<file path="src/rtl/pipelined_adder.sv">
// pipelined_adder: CHUNK-bit sliced pipelined add/subtract with flags and valid/ready backpressure
module pipelined_adder #(
  parameter int WIDTH = 32,
  parameter int CHUNK = 8
) (
  input  logic             clk,
  input  logic             reset,
  input  logic             in_valid,
  output logic             in_ready,
  input  logic [WIDTH-1:0] input1,
  input  logic [WIDTH-1:0] input2,
  input  logic             sub,
  output logic             out_valid,
  input  logic             out_ready,
  output logic [WIDTH-1:0] out,
  output logic             carry_out,
  output logic             overflow,
  output logic             zero
);
  localparam int STAGES = WIDTH / CHUNK;
  if (CHUNK < 1 || WIDTH % CHUNK != 0) begin : g_bad
    $error("pipelined_adder: WIDTH must be a positive multiple of CHUNK");
  end
  logic advance;
  assign advance  = !out_valid || out_ready;
  assign in_ready = advance;
  for (genvar k = 0; k < STAGES; k++) begin : g_st
    localparam int W = WIDTH - k * CHUNK;
    localparam int R = (k + 1) * CHUNK;
    logic [W-1:0]   a_i, b_i;
    logic           c_i, v_i;
    logic [R-1:0]   r_n;
    logic [CHUNK:0] s;
    if (k == 0) begin : g_src
      assign a_i = input1;
      assign b_i = sub ? ~input2 : input2;
      assign c_i = sub;
      assign v_i = in_valid;
      assign r_n = s[CHUNK-1:0];
    end else begin : g_src
      assign a_i = g_st[k-1].g_pipe.a_q;
      assign b_i = g_st[k-1].g_pipe.b_q;
      assign c_i = g_st[k-1].g_pipe.c_q;
      assign v_i = g_st[k-1].g_pipe.v_q;
      assign r_n = {s[CHUNK-1:0], g_st[k-1].g_pipe.r_q};
    end
    assign s = {1'b0, a_i[CHUNK-1:0]} + {1'b0, b_i[CHUNK-1:0]} + {{CHUNK{1'b0}}, c_i};
    if (k < STAGES - 1) begin : g_pipe
      logic [W-CHUNK-1:0] a_q, b_q;
      logic [R-1:0]       r_q;
      logic               c_q, v_q;
      // intermediate stage: keep finished low slices, the carry and the unprocessed operand bits
      always_ff @(posedge clk or posedge reset)
        if (reset) begin
          v_q <= 1'b0;
          c_q <= 1'b0;
          a_q <= '0;
          b_q <= '0;
          r_q <= '0;
        end else if (advance) begin
          v_q <= v_i;
          c_q <= s[CHUNK];
          a_q <= a_i[W-1:CHUNK];
          b_q <= b_i[W-1:CHUNK];
          r_q <= r_n;
        end
    end else begin : g_last
      // final stage: register the full result together with its flags
      always_ff @(posedge clk or posedge reset)
        if (reset) begin
          out_valid <= 1'b0;
          out       <= '0;
          carry_out <= 1'b0;
          overflow  <= 1'b0;
          zero      <= 1'b0;
        end else if (advance) begin
          out_valid <= v_i;
          out       <= r_n;
          carry_out <= s[CHUNK];
          overflow  <= (a_i[CHUNK-1] == b_i[CHUNK-1]) && (s[CHUNK-1] != a_i[CHUNK-1]);
          zero      <= ~|r_n;
        end
    end
  end
endmodule

</file>
<file path="config.mk">
export PLATFORM = sky130hd
export DESIGN_NAME = pipelined_adder
export DESIGN_NICKNAME = d
export VERILOG_FILES = /design/src/rtl/pipelined_adder.sv
export SDC_FILE = /design/constraint.sdc
export NUM_CORES = 1
export LEC_CHECK = 0
export CORE_ASPECT_RATIO = 2
export CORE_MARGIN = 3
export CORE_UTILIZATION = 35
export CTS_CLUSTER_DIAMETER = 40
export DETAILED_ROUTE_END_ITERATION = 10
export GPL_TIMING_DRIVEN = 0
export MAX_ROUTING_LAYER = met4
export PLACE_DENSITY = 0.63
export SETUP_SLACK_MARGIN = 0.3
export SLEW_MARGIN = 20
export SYNTH_ARGS = -nofsm -noshare
export SYNTH_HDL_FRONTEND = slang
export SYNTH_SLANG_ARGS = --single-unit
export TNS_END_PERCENT = 30
</file>
<file path="constraint.sdc">
create_clock -name clk -period 9.02 [get_ports clk]
set_input_delay 1.804 -clock clk [delete_from_list [all_inputs] [get_ports clk]]
set_output_delay 1.804 -clock clk [all_outputs]
set_load 0.005 [all_outputs]
</file>
==> results of run 1 <==
[layout by cell type (no fill, tap or decap), types with 5 or more instances in the layout]
master,count
a211oi_1,5
xnor2_1,35
ha_1,28
nor2_1,30
dfrtp_1,186
nor4_1,6
xor2_1,11
nand2_1,431
clkbuf_16,17
clkdlybuf4s50_1,104
a21oi_1,12
o21a_1,7
o31ai_1,10
nor3_1,13
inv_1,18
o21ai_0,46
o21bai_1,5
fa_1,7
clkbuf_1,40
[routing by layer]
| layer | GRT usage (%) | vias up | part of all wire [%] |
|---|---|---|---|
| met4 | 8.150 | 0 | 3.8 |
| met3 | 3.064 | 49 | 3.4 |
| li1 | - | 3233 | - |
| met1 | 18.60 | 2961 | 38 |
| met5 | - | - | 0 |
| met2 | 31.16 | 116 | 55 |
[cells by family (layout without fill, tap and decap cells)]
logic type                 Yosys count  in the layout
xor gates and xnor gates            46             46
and+or+nand+nor                    495            495
adders and majority gates           35             35
muxes                                1              1
AOI/OAI and AO/OA                  105            105
buffers and inverters               64            201
DFF                                186            186
[flip-flops by register name, indices dropped and copies added, names as in the netlist]
signal	cells
carry_out	1
g_st.g_pipe.a_q	48
g_st.g_pipe.b_q	48
g_st.g_pipe.c_q	3
g_st.g_pipe.r_q	48
g_st.g_pipe.v_q	3
out	32
out_valid	1
overflow	1
zero	1
[final cells by class]
cell class / instances / area [sq um] / area share, %
Inverter: 19 / 78.83 / 0.7564
Sequential cell: 186 / 4654 / 44.66
Buffer: 45 / 175.2 / 1.681
Clock buffer: 19 / 442.9 / 4.250
Multi-Input combinational cell: 682 / 3488 / 33.47
Tap cell: 283 / 354.1 / 3.398
Clock inverter: 13 / 158.9 / 1.525
Timing Repair Buffer: 105 / 1069 / 10.25
[where the power goes]
group	internal (mW)	total (mW)	switching [mW]
Clock	0.423	0.763	0.340
Sequential	1.20	1.43	0.229
Combinational	0.611	1.38	0.766
Total	2.24	3.57	1.33
[critical path, stage by stage]
cell and delay, ps:
clkdlybuf4s50_1 460, nor2b_1 50, clkbuf_1 260, inv_1 200, clkbuf_1 370, buf_2 350
clkdlybuf4s50_1 560
[final timing paths]
path                                                    from                            endpoint  slack, ps
hold reg to reg               g_st[2].g_pipe.v_q$_DFFE_PP0P_      g_st[2].g_pipe.v_q$_DFFE_PP0P_        460
max in group asynchronous                              reset  g_st[0].g_pipe.b_q[22]$_DFFE_PP0P_       6240
min in group asynchronous                              reset  g_st[1].g_pipe.r_q[12]$_DFFE_PP0P_       1830
setup / recovery                                   out_ready                            in_ready       3170
setup reg to reg           g_st[2].g_pipe.a_q[0]$_DFFE_PP0P_                    zero$_DFFE_PP0P_       6010
hold / removal                g_st[2].g_pipe.v_q$_DFFE_PP0P_      g_st[2].g_pipe.v_q$_DFFE_PP0P_        460
[through the flow]
step	setup slack [ps]	area (sq um)	hold WS [ps]	cells	total power [mW]
6_report	3166	10420	463.8	1352	3.574
5_1_grt	3016	10420	489.2	1352	3.872
4_1_cts	3143	10420	463.2	1352	3.614
3_5_place_dp	3154	9819	447.8	1320	2.844
3_3_place_gp	-242.2	9784	443.6	1319	2.800
2_1_floorplan	2159	8389	430.0	932	2.287
==> impl_metrics.yaml, run 1 <==
global_routing:
  overflow: 0
  grt_pass1_vias: 6535
  grt_usage_pct: 17.55
  antenna_found_initial: 0
  grt_max_degree: 108
  grt_pass1_wl_microns: 33840
drt:
  initialDrtViolationCount: 258
  antenna_left: 0
  route.detailed.drc: 0
  wl_per_cell_microns: 15.29
  num_vias: 6359
  wl_microns: 20680
  dr.pass1.iters: 4
  via_per_inst: 4.703
critical_path:
  startpoint_type: "input port"
  critPathMaxFanout: 10
  path_class: "input port to output pin"
  cp-end-kind: "output pin"
  cp.required_ps: 7220
  cp.arrival_ps: 4050
  worstRegToRegCells: 8
place:
  place_hpwl_microns: 16070
  gp_congestion: 0.8998
  port_buffers: 104
timing:
  fin_tns_setup_ps: 0
  setup_violations: 0
  clock-skew-final_ps: 6.117
  fmax_ghz: 0.1708
  relSlewSlack_pct: 49.91
  final-hold-violation-count: 0
  tightest_slew_ps: 751.4
  rsz0062_at_grt: "no"
  drv_slew: 0
  fin_crit_ps: 5854
  finalCritPeriodShare_pct: 64.90
layout:
  fin_nets: 1160
  num_antenna_cells: 0
  n_fill_cell: 2317
  fin_util_pct: 44.49
  area_delta_synth_final_pct: 24.22
  drive_above_1_share_pct: 3.835
clocking:
  cts_setup_buffers: 0
  clk_pin_slew_ps: 70
  clock_path_buffers: 2
  root_buffer: "clkbuf_16"
  cts_sinks: 186
  cts_tree: "yes"
  clk_latency_ps: 440
  cts_max_level: 4
  numCtsBuffers: 17
  cts_resized: 0
  holdBufCountCts: 0
synth:
  synthTopCellsByArea: "dfrtp_1, nand2_1, ha_1"
  synth_compound_area_share_pct: 7.726
  synth_top_area_share_pct: 55.48
  async_flop_share_pct: 100.0
  synth.net_count: 1036
  avgSynthCellArea_sq_um: 9.001
  synth_top_area_cell: "dfrtp_1"
  ys.flop_type: "dfrtp_1"
  synthSimpleGateAreaFrac_pct: 23.03
  ys_seq_elements: 186
  synth_top_family_by_area: "simple AND/OR/NAND/NOR gates"
  synth_common_cells: "nand2_1, dfrtp_1, o21ai_0, clkbuf_1, xnor2_1"
  synthAdderAreaFrac_pct: 5.846
  ys_types: 38
  ys_seq_area_share_pct: 55.48
  synth_most_common_cell: "nand2_1"
  ys_warn_count: 0
  synth_edf_count: 0
  synth-xor-area-share_pct: 4.802
  syn-cell-area_sq_mm: 0.008389
  syn_inst: 932
  muxShareOfSynthArea_pct: 0.1790
floorplan:
  die_w_microns: 115.5
  fp-row-count: 79
  die_area_sq_mm: 0.02598
  num_io_pins: 106
  initial_core_util_pct: 35.81
  coreArea_sq_mm: 0.02343
  dieHeight_microns: 225.0
pwr:
  power.density_mw_per_mm2: 342.9
  power_leakage_nw: 5.003
  vdd_drop_max_uv: 147.9
min_path:
  hp-class: "flop to flop"
  min_delay_path_depth: 2
run:
  drv_cap: 0
run_status:
  status: "completed"
Power figures use the tool's default switching activity.
==> run 2: changes to the inputs <==
Clock period 9.02 ns to 6.1 ns, I/O delays scaled along.
==> run 2 against run 1 <==
Compared with the run above: non-clock buffer count rose by 5; setup slack worse by 1800 ps; clock skew is essentially flat; sequential cell count is the same; first-iteration DRC count grew 0.78%; sequential share of layout area fell by 0.38 points; largest cell class unchanged; critical path type unchanged; critical endpoint unchanged; final area up 0.86%.
==> impl_metrics.yaml, run 2 (same netlist as run 1, synthesis figures left out) <==
run_status:
  status: "completed"
pwr:
  p_sw_share_pct: 37.59
  seq_power_share_pct: 40.0
  power.density_mw_per_mm2: 504.1
  vdd_drop_max_uv: 213.8
  power_leakage_nw: 5.045
  clock_power_share_pct: 21.1
  p_int_mw: 3.307
  switchingPower_mw: 1.992
  comb_power_share_pct: 38.9
layout:
  n_fill_cell: 2264
  area_delta_synth_final_pct: 25.29
  top_regs: "g_st.g_pipe.a_q: 48 flops, g_st.g_pipe.b_q: 48 flops, g_st.g_pipe.r_q: 48 flops"
  fin_nets: 1165
  fin_cells: 1357
  layout_common_cells: "nand2_1, dfrtp_1, clkdlybuf4s50_1"
  drive_above_1_share_pct: 4.283
  design_area_sq_mm: 0.01051
  num_antenna_cells: 0
  final_common_cell: "nand2_1"
global_routing:
  grt_max_degree: 35
  grt_pass1_vias: 6578
  grt_pass1_wl_microns: 34440
  overflow: 0
  antenna_found_initial: 0
  grt_usage_pct: 17.79
timing:
  rsz0062_at_grt: "no"
  finalCritPeriodShare_pct: 77.00
  tightest_slew_ps: 719.4
  fin_crit_ps: 4697
  final-hold-violation-count: 0
  drv_slew: 0
  setup_violations: 0
  fmax_ghz: 0.2129
  relSlewSlack_pct: 52.04
  fin_tns_setup_ps: 0
  clock-skew-final_ps: 6.290
drt:
  antenna_left: 0
  dr.pass1.iters: 4
  wl_per_cell_microns: 15.40
  initialDrtViolationCount: 260
  route.detailed.drc: 0
  via_per_inst: 4.753
  num_vias: 6450
  wl_microns: 20900
clocking:
  holdBufCountCts: 0
  clk_latency_ps: 440
  cts_resized: 0
  cts_max_level: 4
  clk_pin_slew_ps: 70
  cts_sinks: 186
  cts_tree: "yes"
  cts_setup_buffers: 0
  clock_path_buffers: 2
  root_buffer: "clkbuf_16"
  numCtsBuffers: 17
place:
  place_hpwl_microns: 16610
  dp.cells: 1325
  gp_congestion: 0.8779
  place_area_sq_mm: 0.009916
  port_buffers: 104
floorplan:
  die_w_microns: 115.5
  initial_core_util_pct: 35.81
  dieHeight_microns: 225.0
  coreArea_sq_mm: 0.02343
  die_area_sq_mm: 0.02598
  num_io_pins: 106
  fp-row-count: 79
critical_path:
  cp.arrival_ps: 3480
  startpoint_type: "input port"
  cp-end-kind: "output pin"
  path_class: "input port to output pin"
  critPathMaxFanout: 10
  cp.required_ps: 4880
min_path:
  hp-class: "flop to flop"
run:
  drv_cap: 0
run 2: power groups by stage:
stage          logic (mW)  registers, mW  clock network, mW
2_1_floorplan        1.33           2.06                  0
3_3_place_gp         2.03           2.12                  0
3_5_place_dp         2.08           2.14                  0
4_1_cts              2.10           2.12               1.14
5_1_grt              2.35           2.19               1.18
6_report             2.06           2.12               1.12
run 2: cell type report:
| type | count | area, sq um | share of cell area (%) |
|---|---|---|---|
| Multi-Input combinational cell | 682 | 3488 | 33.19 |
| Timing Repair Buffer | 110 | 1169 | 11.12 |
| Inverter | 19 | 75.07 | 0.7142 |
| Tap cell | 283 | 354.1 | 3.369 |
| Clock buffer | 18 | 429.2 | 4.083 |
| Clock inverter | 14 | 166.4 | 1.583 |
| Buffer | 45 | 175.2 | 1.666 |
| Sequential cell | 186 | 4654 | 44.28 |
run 2: path summary, 6_finish.rpt:
path | cells after the start | start | endpoint | slack (ps)
setup / recovery | 7 | out_ready | in_ready | 1400
hold / removal | 2 | out[9]$_DFFE_PP0P_ | out[9]$_DFFE_PP0P_ | 460
setup reg to reg | 8 | g_st[2].g_pipe.a_q[0]$_DFFE_PP0P_ | zero$_DFFE_PP0P_ | 3250
hold reg to reg | 2 | out[9]$_DFFE_PP0P_ | out[9]$_DFFE_PP0P_ | 460
max in group asynchronous | 5 | reset | g_st[0].g_pipe.a_q[5]$_DFFE_PP0P_ | 4180
min in group asynchronous | 2 | reset | g_st[2].g_pipe.a_q[4]$_DFFE_PP0P_ | 1060
run 2: worst max-delay path: stages:
cell	delay [ps]
clkdlybuf4s50_1	460
nor2b_1	50
clkbuf_1	260
inv_1	190
clkbuf_1	380
buf_2	360
clkdlybuf4s50_1	560
run 2: per-layer routing:
metal,routed length [microns],GRT usage [%],share of wire (%)
met5,0,-,0
met4,630,7.468,3.0
met3,744,2.902,3.6
met2,11670,32.04,56
met1,7860,18.93,38
run 2: stage by stage:
step	power, mW	setup slack (ps)	utilization [%]	hold slack [ps]
finish	5.299	1403	44.87	462.5
detailed placement	4.228	1417	42.33	454.6
floorplan	3.382	2487	-	430.0
CTS	5.355	1411	44.87	469.8
global route	5.719	1300	44.87	486.5
global placement	4.149	1015	41.78	442.4
==> run 3: changes to the inputs <==
Clock period 6.1 ns to 4.7 ns, I/O delays scaled along.
==> results of run 3 <==
The final DEF is identical to that of run 2. Status: completed.
Main changes from that run: setup slack after placement 1417 ps -> 577.1 ps; setup slack after layout 1403 ps -> 562.8 ps; register-to-register setup slack 3250 ps -> 1850 ps; total power 5.299 mW -> 6.877 mW; worst IR drop on VDD 213.8 uV -> 277.5 uV
